$ cat config.mk
export PLATFORM = sky130hd
export DESIGN_NAME = flags_context_register_flat
export DESIGN_NICKNAME = d
export VERILOG_FILES = /design/src/rtl/flags_context_register_if.sv /design/src/rtl/flags_context_register.sv /design/src/flat_wrapper.sv
export SDC_FILE = /design/constraint.sdc
export NUM_CORES = 1
export LEC_CHECK = 0
export ABC_AREA = 1
export ABC_CLOCK_PERIOD_IN_PS = 2000
export BUFFER_PORTS_ARGS = -buffer_cell sky130_fd_sc_hd__clkbuf_2
export CORE_ASPECT_RATIO = 1.5
export CORE_MARGIN = 5
export CORE_UTILIZATION = 40
export DETAILED_ROUTE_END_ITERATION = 6
export GPL_TIMING_DRIVEN = 0
export PLACE_DENSITY = 0.61
export SLEW_MARGIN = 20
export SYNTH_ARGS = -nofsm -noshare
export SYNTH_HDL_FRONTEND = slang
export SYNTH_SLANG_ARGS = --single-unit
export TNS_END_PERCENT = 10
$ cat constraint.sdc
create_clock -name clk -period 2 [get_ports clk]
set_clock_uncertainty 0.05 [all_clocks]
set_input_delay 0.2 -clock clk [delete_from_list [all_inputs] [get_ports clk]]
set_output_delay 0.2 -clock clk [all_outputs]
set_load 0.01 [all_outputs]
$ cat src/rtl/flags_context_register_if.sv
// Flag-register bus: write/mask/data and push/pop/clear strobes in; flags, stack level and status out.
// master drives the strobes and the slave returns registered state; there is no backpressure.
interface flags_context_register_if #(
    parameter int WIDTH = 4,
    parameter int DEPTH = 4
);
    localparam int LEVEL_W = $clog2(DEPTH + 1);

    logic               write_enable;
    logic [WIDTH-1:0]   wmask;
    logic [WIDTH-1:0]   d;
    logic               push;
    logic               pop;
    logic               clear_sticky;
    logic [WIDTH-1:0]   q;
    logic [LEVEL_W-1:0] level;
    logic               full;
    logic               empty;
    logic               err;

    modport master (
        output write_enable, wmask, d, push, pop, clear_sticky,
        input  q, level, full, empty, err
    );

    modport slave (
        input  write_enable, wmask, d, push, pop, clear_sticky,
        output q, level, full, empty, err
    );
endinterface

$ cat src/rtl/flags_context_register.sv
// Flag register with a save/restore stack; every output is registered and updates one edge after its strobe.
// Strobes are accepted every cycle (no backpressure); FLAGS_STICKY_EN makes STICKY_MASK bits set-only on write.
module flags_context_register #(
    parameter int               WIDTH       = 4,
    parameter int               DEPTH       = 4,
    parameter logic [WIDTH-1:0] STICKY_MASK = '0
) (
    input  logic                      clk,
    input  logic                      rst,
    flags_context_register_if.slave   bus
);
    localparam int LEVEL_W = $clog2(DEPTH + 1);
    localparam int IDX_W   = (DEPTH > 1) ? $clog2(DEPTH) : 1;

`ifdef FLAGS_STICKY_EN
    localparam logic [WIDTH-1:0] STICKY_BITS = STICKY_MASK;
`else
    // The mask has no effect unless the sticky feature is compiled in.
    localparam logic [WIDTH-1:0] STICKY_BITS = STICKY_MASK & {WIDTH{1'b0}};
`endif

    logic [WIDTH-1:0]   q_r;
    logic [LEVEL_W-1:0] level_r;
    logic               full_r;
    logic               empty_r;
    logic               err_r;
    logic [WIDTH-1:0]   stack [DEPTH];

    logic               push_op;
    logic               pop_op;
    logic               do_push;
    logic               do_pop;
    logic               stack_err;
    logic [IDX_W-1:0]   push_idx;
    logic [IDX_W-1:0]   pop_idx;
    logic [WIDTH-1:0]   q_base;
    logic [WIDTH-1:0]   q_wr;
    logic [WIDTH-1:0]   q_nxt;
    logic [LEVEL_W-1:0] level_nxt;
    logic               err_nxt;

    always_comb begin
        push_op   = bus.push & ~bus.pop;
        pop_op    = bus.pop & ~bus.push;
        do_push   = push_op & ~full_r;
        do_pop    = pop_op & ~empty_r;
        stack_err = (bus.push & bus.pop) | (push_op & full_r) | (pop_op & empty_r);

        push_idx  = IDX_W'(level_r);
        pop_idx   = IDX_W'(level_r - LEVEL_W'(1));

        // Sticky bits are cleared first so a same-cycle write of 1 still sets them.
        q_base    = bus.clear_sticky ? (q_r & ~STICKY_BITS) : q_r;
        q_wr      = (bus.d & ~STICKY_BITS) | ((q_base | bus.d) & STICKY_BITS);

        q_nxt     = q_base;
        if (do_pop) begin
            q_nxt = stack[pop_idx];
        end else if (bus.write_enable) begin
            q_nxt = (q_base & ~bus.wmask) | (q_wr & bus.wmask);
        end

        level_nxt = level_r;
        if (do_push) begin
            level_nxt = level_r + LEVEL_W'(1);
        end else if (do_pop) begin
            level_nxt = level_r - LEVEL_W'(1);
        end

        err_nxt   = (err_r & ~bus.clear_sticky) | stack_err;
    end

    always_ff @(posedge clk or posedge rst) begin
        if (rst) begin
            q_r     <= '0;
            level_r <= '0;
            full_r  <= 1'b0;
            empty_r <= 1'b1;
            err_r   <= 1'b0;
            for (int i = 0; i < DEPTH; i++) begin
                stack[i] <= '0;
            end
        end else begin
            q_r     <= q_nxt;
            level_r <= level_nxt;
            full_r  <= (level_nxt == LEVEL_W'(DEPTH));
            empty_r <= (level_nxt == '0);
            err_r   <= err_nxt;
            if (do_push) begin
                stack[push_idx] <= q_r;
            end
        end
    end

    assign bus.q     = q_r;
    assign bus.level = level_r;
    assign bus.full  = full_r;
    assign bus.empty = empty_r;
    assign bus.err   = err_r;
endmodule

$ cat src/flat_wrapper.sv
// flat-port wrapper written by rule: the top's interface ports become plain ports
module flags_context_register_flat 
#(
    parameter int               WIDTH       = 4,
    parameter int               DEPTH       = 4,
    parameter logic [WIDTH-1:0] STICKY_MASK = '0
)
  (clk, rst, bus_write_enable, bus_wmask, bus_d, bus_push, bus_pop, bus_clear_sticky, bus_q, bus_level, bus_full, bus_empty, bus_err);
  flags_context_register_if #(.WIDTH(WIDTH), .DEPTH(DEPTH)) bus_i ();
  input  logic clk;
  input  logic rst;
  input wire logic [$bits(bus_i.write_enable)-1:0] bus_write_enable;
  input wire logic [$bits(bus_i.wmask)-1:0] bus_wmask;
  input wire logic [$bits(bus_i.d)-1:0] bus_d;
  input wire logic [$bits(bus_i.push)-1:0] bus_push;
  input wire logic [$bits(bus_i.pop)-1:0] bus_pop;
  input wire logic [$bits(bus_i.clear_sticky)-1:0] bus_clear_sticky;
  output wire logic [$bits(bus_i.q)-1:0] bus_q;
  output wire logic [$bits(bus_i.level)-1:0] bus_level;
  output wire logic [$bits(bus_i.full)-1:0] bus_full;
  output wire logic [$bits(bus_i.empty)-1:0] bus_empty;
  output wire logic [$bits(bus_i.err)-1:0] bus_err;
  assign bus_i.write_enable = bus_write_enable;
  assign bus_i.wmask = bus_wmask;
  assign bus_i.d = bus_d;
  assign bus_i.push = bus_push;
  assign bus_i.pop = bus_pop;
  assign bus_i.clear_sticky = bus_clear_sticky;
  assign bus_q = bus_i.q;
  assign bus_level = bus_i.level;
  assign bus_full = bus_i.full;
  assign bus_empty = bus_i.empty;
  assign bus_err = bus_i.err;
  flags_context_register #(.WIDTH(WIDTH), .DEPTH(DEPTH), .STICKY_MASK(STICKY_MASK)) u_core (.clk(clk), .rst(rst), .bus(bus_i));
endmodule
==> results.toml <==
[clock_tree]
cts_buffers = 3
clock-root-buffer = "clkbuf_8"
cts.sink_count = 26
tritoncts = "built"
clk_latency_ns = 0.27
cts_buffer_depth = 2
cts_setup_buffers = 0
path_clk_slew_ns = 0.09
htreeDepth = 1

[logic_synthesis]
synth_cell_types = 20
yosysSeqAreaShare_pct = 49.6
yosysTopAreaCell = "dfrtp_1"
netlist_area_sq_um = 1320
yosys_warnings = 0
synth_top_area_share_pct = 47.6
syn_inst = 158
syn-num-nets = 177
ys_ff_latch = 26
syn_avg_cell_area_sq_um = 8.32
synth_area_leaders = "dfrtp_1, nand2_1, o21ai_1"

[outcome]
outcome = "completed"

[finish]
multiInputGateArea_sq_um = 607
diodes = 0
syn2layout_area_growth_pct = 19.9
area.sequential_sq_um = 652
nNetsFinal = 206
layout_commonest_cell = "nand2_1"
final_design_area_no_fill_sq_um = 1580
drive_gt1_share_pct = 24.2
layout_common_cells = "nand2_1, dfrtp_1, clkbuf_2"
fillCellCount = 311

[global_routing]
grt_max_degree = 27
track_usage_pct = 15.0
overflow = 0
first_global_vias = 1180
grt_pass1_wl_mm = 5.36
antenna_found_initial = 0

[placed_design]
dpl-instance-area_sq_um = 1480
portBuffers = 23
place_congestion = 0.795
dp_hpwl_mm = 2.31

[sta]
slew_headroom_pct = 63.2
finalSetupTns_ns = 0
fmax_ghz = 0.539
tightest_slew_ns = 0.552
setup_viol = 0
hold_viol_final = 0
period_needed_ns = 1.86
rsz0062_at_grt = "false"
finalCritPeriodShare_pct = 92.8
slew_viol_final = 0

[critical_path]
ff2ff_path_depth = 9
reg2reg_to = "u_core.bus.empty$_DFF_PP1_"
r2r_start = "u_core.bus.level[0]$_DFF_PP0_"
path_buf_inv = 3
start_kind = "flop"
rrSetupSlack_ns = 0.14
crit_type = "flop to flop"
required_ns = 2.16
max_stage_delay_ns = 0.40
path_max_fanout = 12
cp-end-kind = "flop"
crit_slowest_cell = "dfrtp_1"
cp_common_cell = "nand2_1"
arrival_ns = 2.01
path_delay_family = "simple AND/OR/NAND/NOR gates"
cp_cell_sequence = "clkbuf_4, inv_2, ha_4, inv_1, nand3_1, nand2_1, nor2_2, nand2_1, nor2_1"

[detailed_routing]
initialDrtViolationCount = 42
drc = 0
antenna_left = 0
wl_per_cell_um = 13.7
drtPass1Iterations = 4
drt-total-wl_mm = 3.09
avgViaCountPerCell = 4.92
vias = 1113

[die]
die_height_um = 80.2
row_count = 25
start_util_pct = 41.6
die_w_um = 56.8
die_area_sq_um = 4560
ios = 24
core_area_sq_um = 3160

[power]
vdd_drop_max_uv = 690
powerDensity_nw_per_um2 = 1550
p_leak_uw = 0.000814

[hold_path]
min_to = "u_core.bus.err$_DFF_PP0_"
min_path_type = "primary input to flop"
hold_path_depth = 2
hold_start = "bus_clear_sticky"

[run]
cap_violations = 0
[where the power goes]
group / leakage [uW] / internal [uW] / switching [uW]
clock: 0.0000357 / 268 / 167
sequential: 0.000322 / 766 / 155
combinational: 0.000457 / 421 / 661
total: 0.000814 / 1450 / 983
[what timing repair did]
action | CTS | global route
setup endpoints to repair | 0 | 4
gates resized for setup | 0 | 2
hold buffers | 0 | 1
endpoints found under the hold margin | 0 | 25
[layout make-up]
class,count,area share [%]
multi-input combinational,114,38.5
tap,40,3.17
clock inverter,1,1.90
sequential,26,41.3
clock buffer,3,2.62
inverter,17,4.05
buffer,1,0.476
timing repair buffer,24,7.94
[synthesized netlist by cell type]
cell / instances
nor2_1: 12
ha_1: 5
o211ai_1: 8
or2_2: 2
dfrtp_1: 25
o21ai_1: 16
nand2_1: 48
nor2_2: 1
dfstp_2: 1
nand3_1: 4
xor2_1: 1
o21ai_0: 6
o22ai_1: 2
nand2_2: 4
o221ai_1: 1
nor2_4: 2
inv_2: 3
nand3_2: 2
buf_2: 1
inv_1: 14
[cells by family (layout without fill, tap and decap cells)]
kind of cell	count (synthesis)	in the layout	share of synthesized area, %
AND/OR/NAND/NOR	75	75	25.2
XOR/XNOR	1	1	0.666
adder cells (fa/ha/maj)	5	5	4.76
AO/OA/AOI/OAI	33	33	14.6
buffers and inverters	18	46	5.23
flip-flops	26	26	49.6
[stage by stage]
step                      std cells  power [uW]  utilization [%]  setup WS (ns)  hold slack (ns)
after floorplan                 158        1650                -          0.364            0.189
after global placement          221        1950             46.9         0.0467            0.402
after detailed placement        221        1980             46.9         0.0340            0.403
after CTS                       225        2420             49.1         0.0112            0.111
after global routing            226        2680             49.9        0.00668            0.121
final                           226        2440             49.9          0.144            0.111
[per-layer routing]
layer | vias up | share of wire (%) | global-route usage (%) | wire length [um]
li1 | 570 | - | - | -
met1 | 514 | 44 | 18.6 | 1350
met2 | 25 | 51 | 26.0 | 1570
met3 | 4 | 4.6 | 2.25 | 142
met4 | 0 | 0.94 | 5.34 | 29
met5 | - | 0 | 0 | 0
[worst max path at each step]
stage / startpoint / to / slack, ns / cells past startpoint
global placement: u_core.bus.level[0]$_DFF_PP0_ / u_core.bus.empty$_DFF_PP1_ / 0.05 / 9
detailed placement: u_core.bus.level[0]$_DFF_PP0_ / u_core.bus.empty$_DFF_PP1_ / 0.03 / 9
CTS: u_core.bus.level[0]$_DFF_PP0_ / u_core.bus.empty$_DFF_PP1_ / 0.01 / 9
global route: u_core.bus.level[0]$_DFF_PP0_ / u_core.bus.full$_DFF_PP0_ / 0.007 / 9
floorplan: u_core.bus.level[0]$_DFF_PP0_ / u_core.bus.empty$_DFF_PP1_ / 0.36 / 9
finish: u_core.bus.level[0]$_DFF_PP0_ / u_core.bus.empty$_DFF_PP1_ / 0.14 / 9
Note: power is estimated with default switching activity, not from simulation.
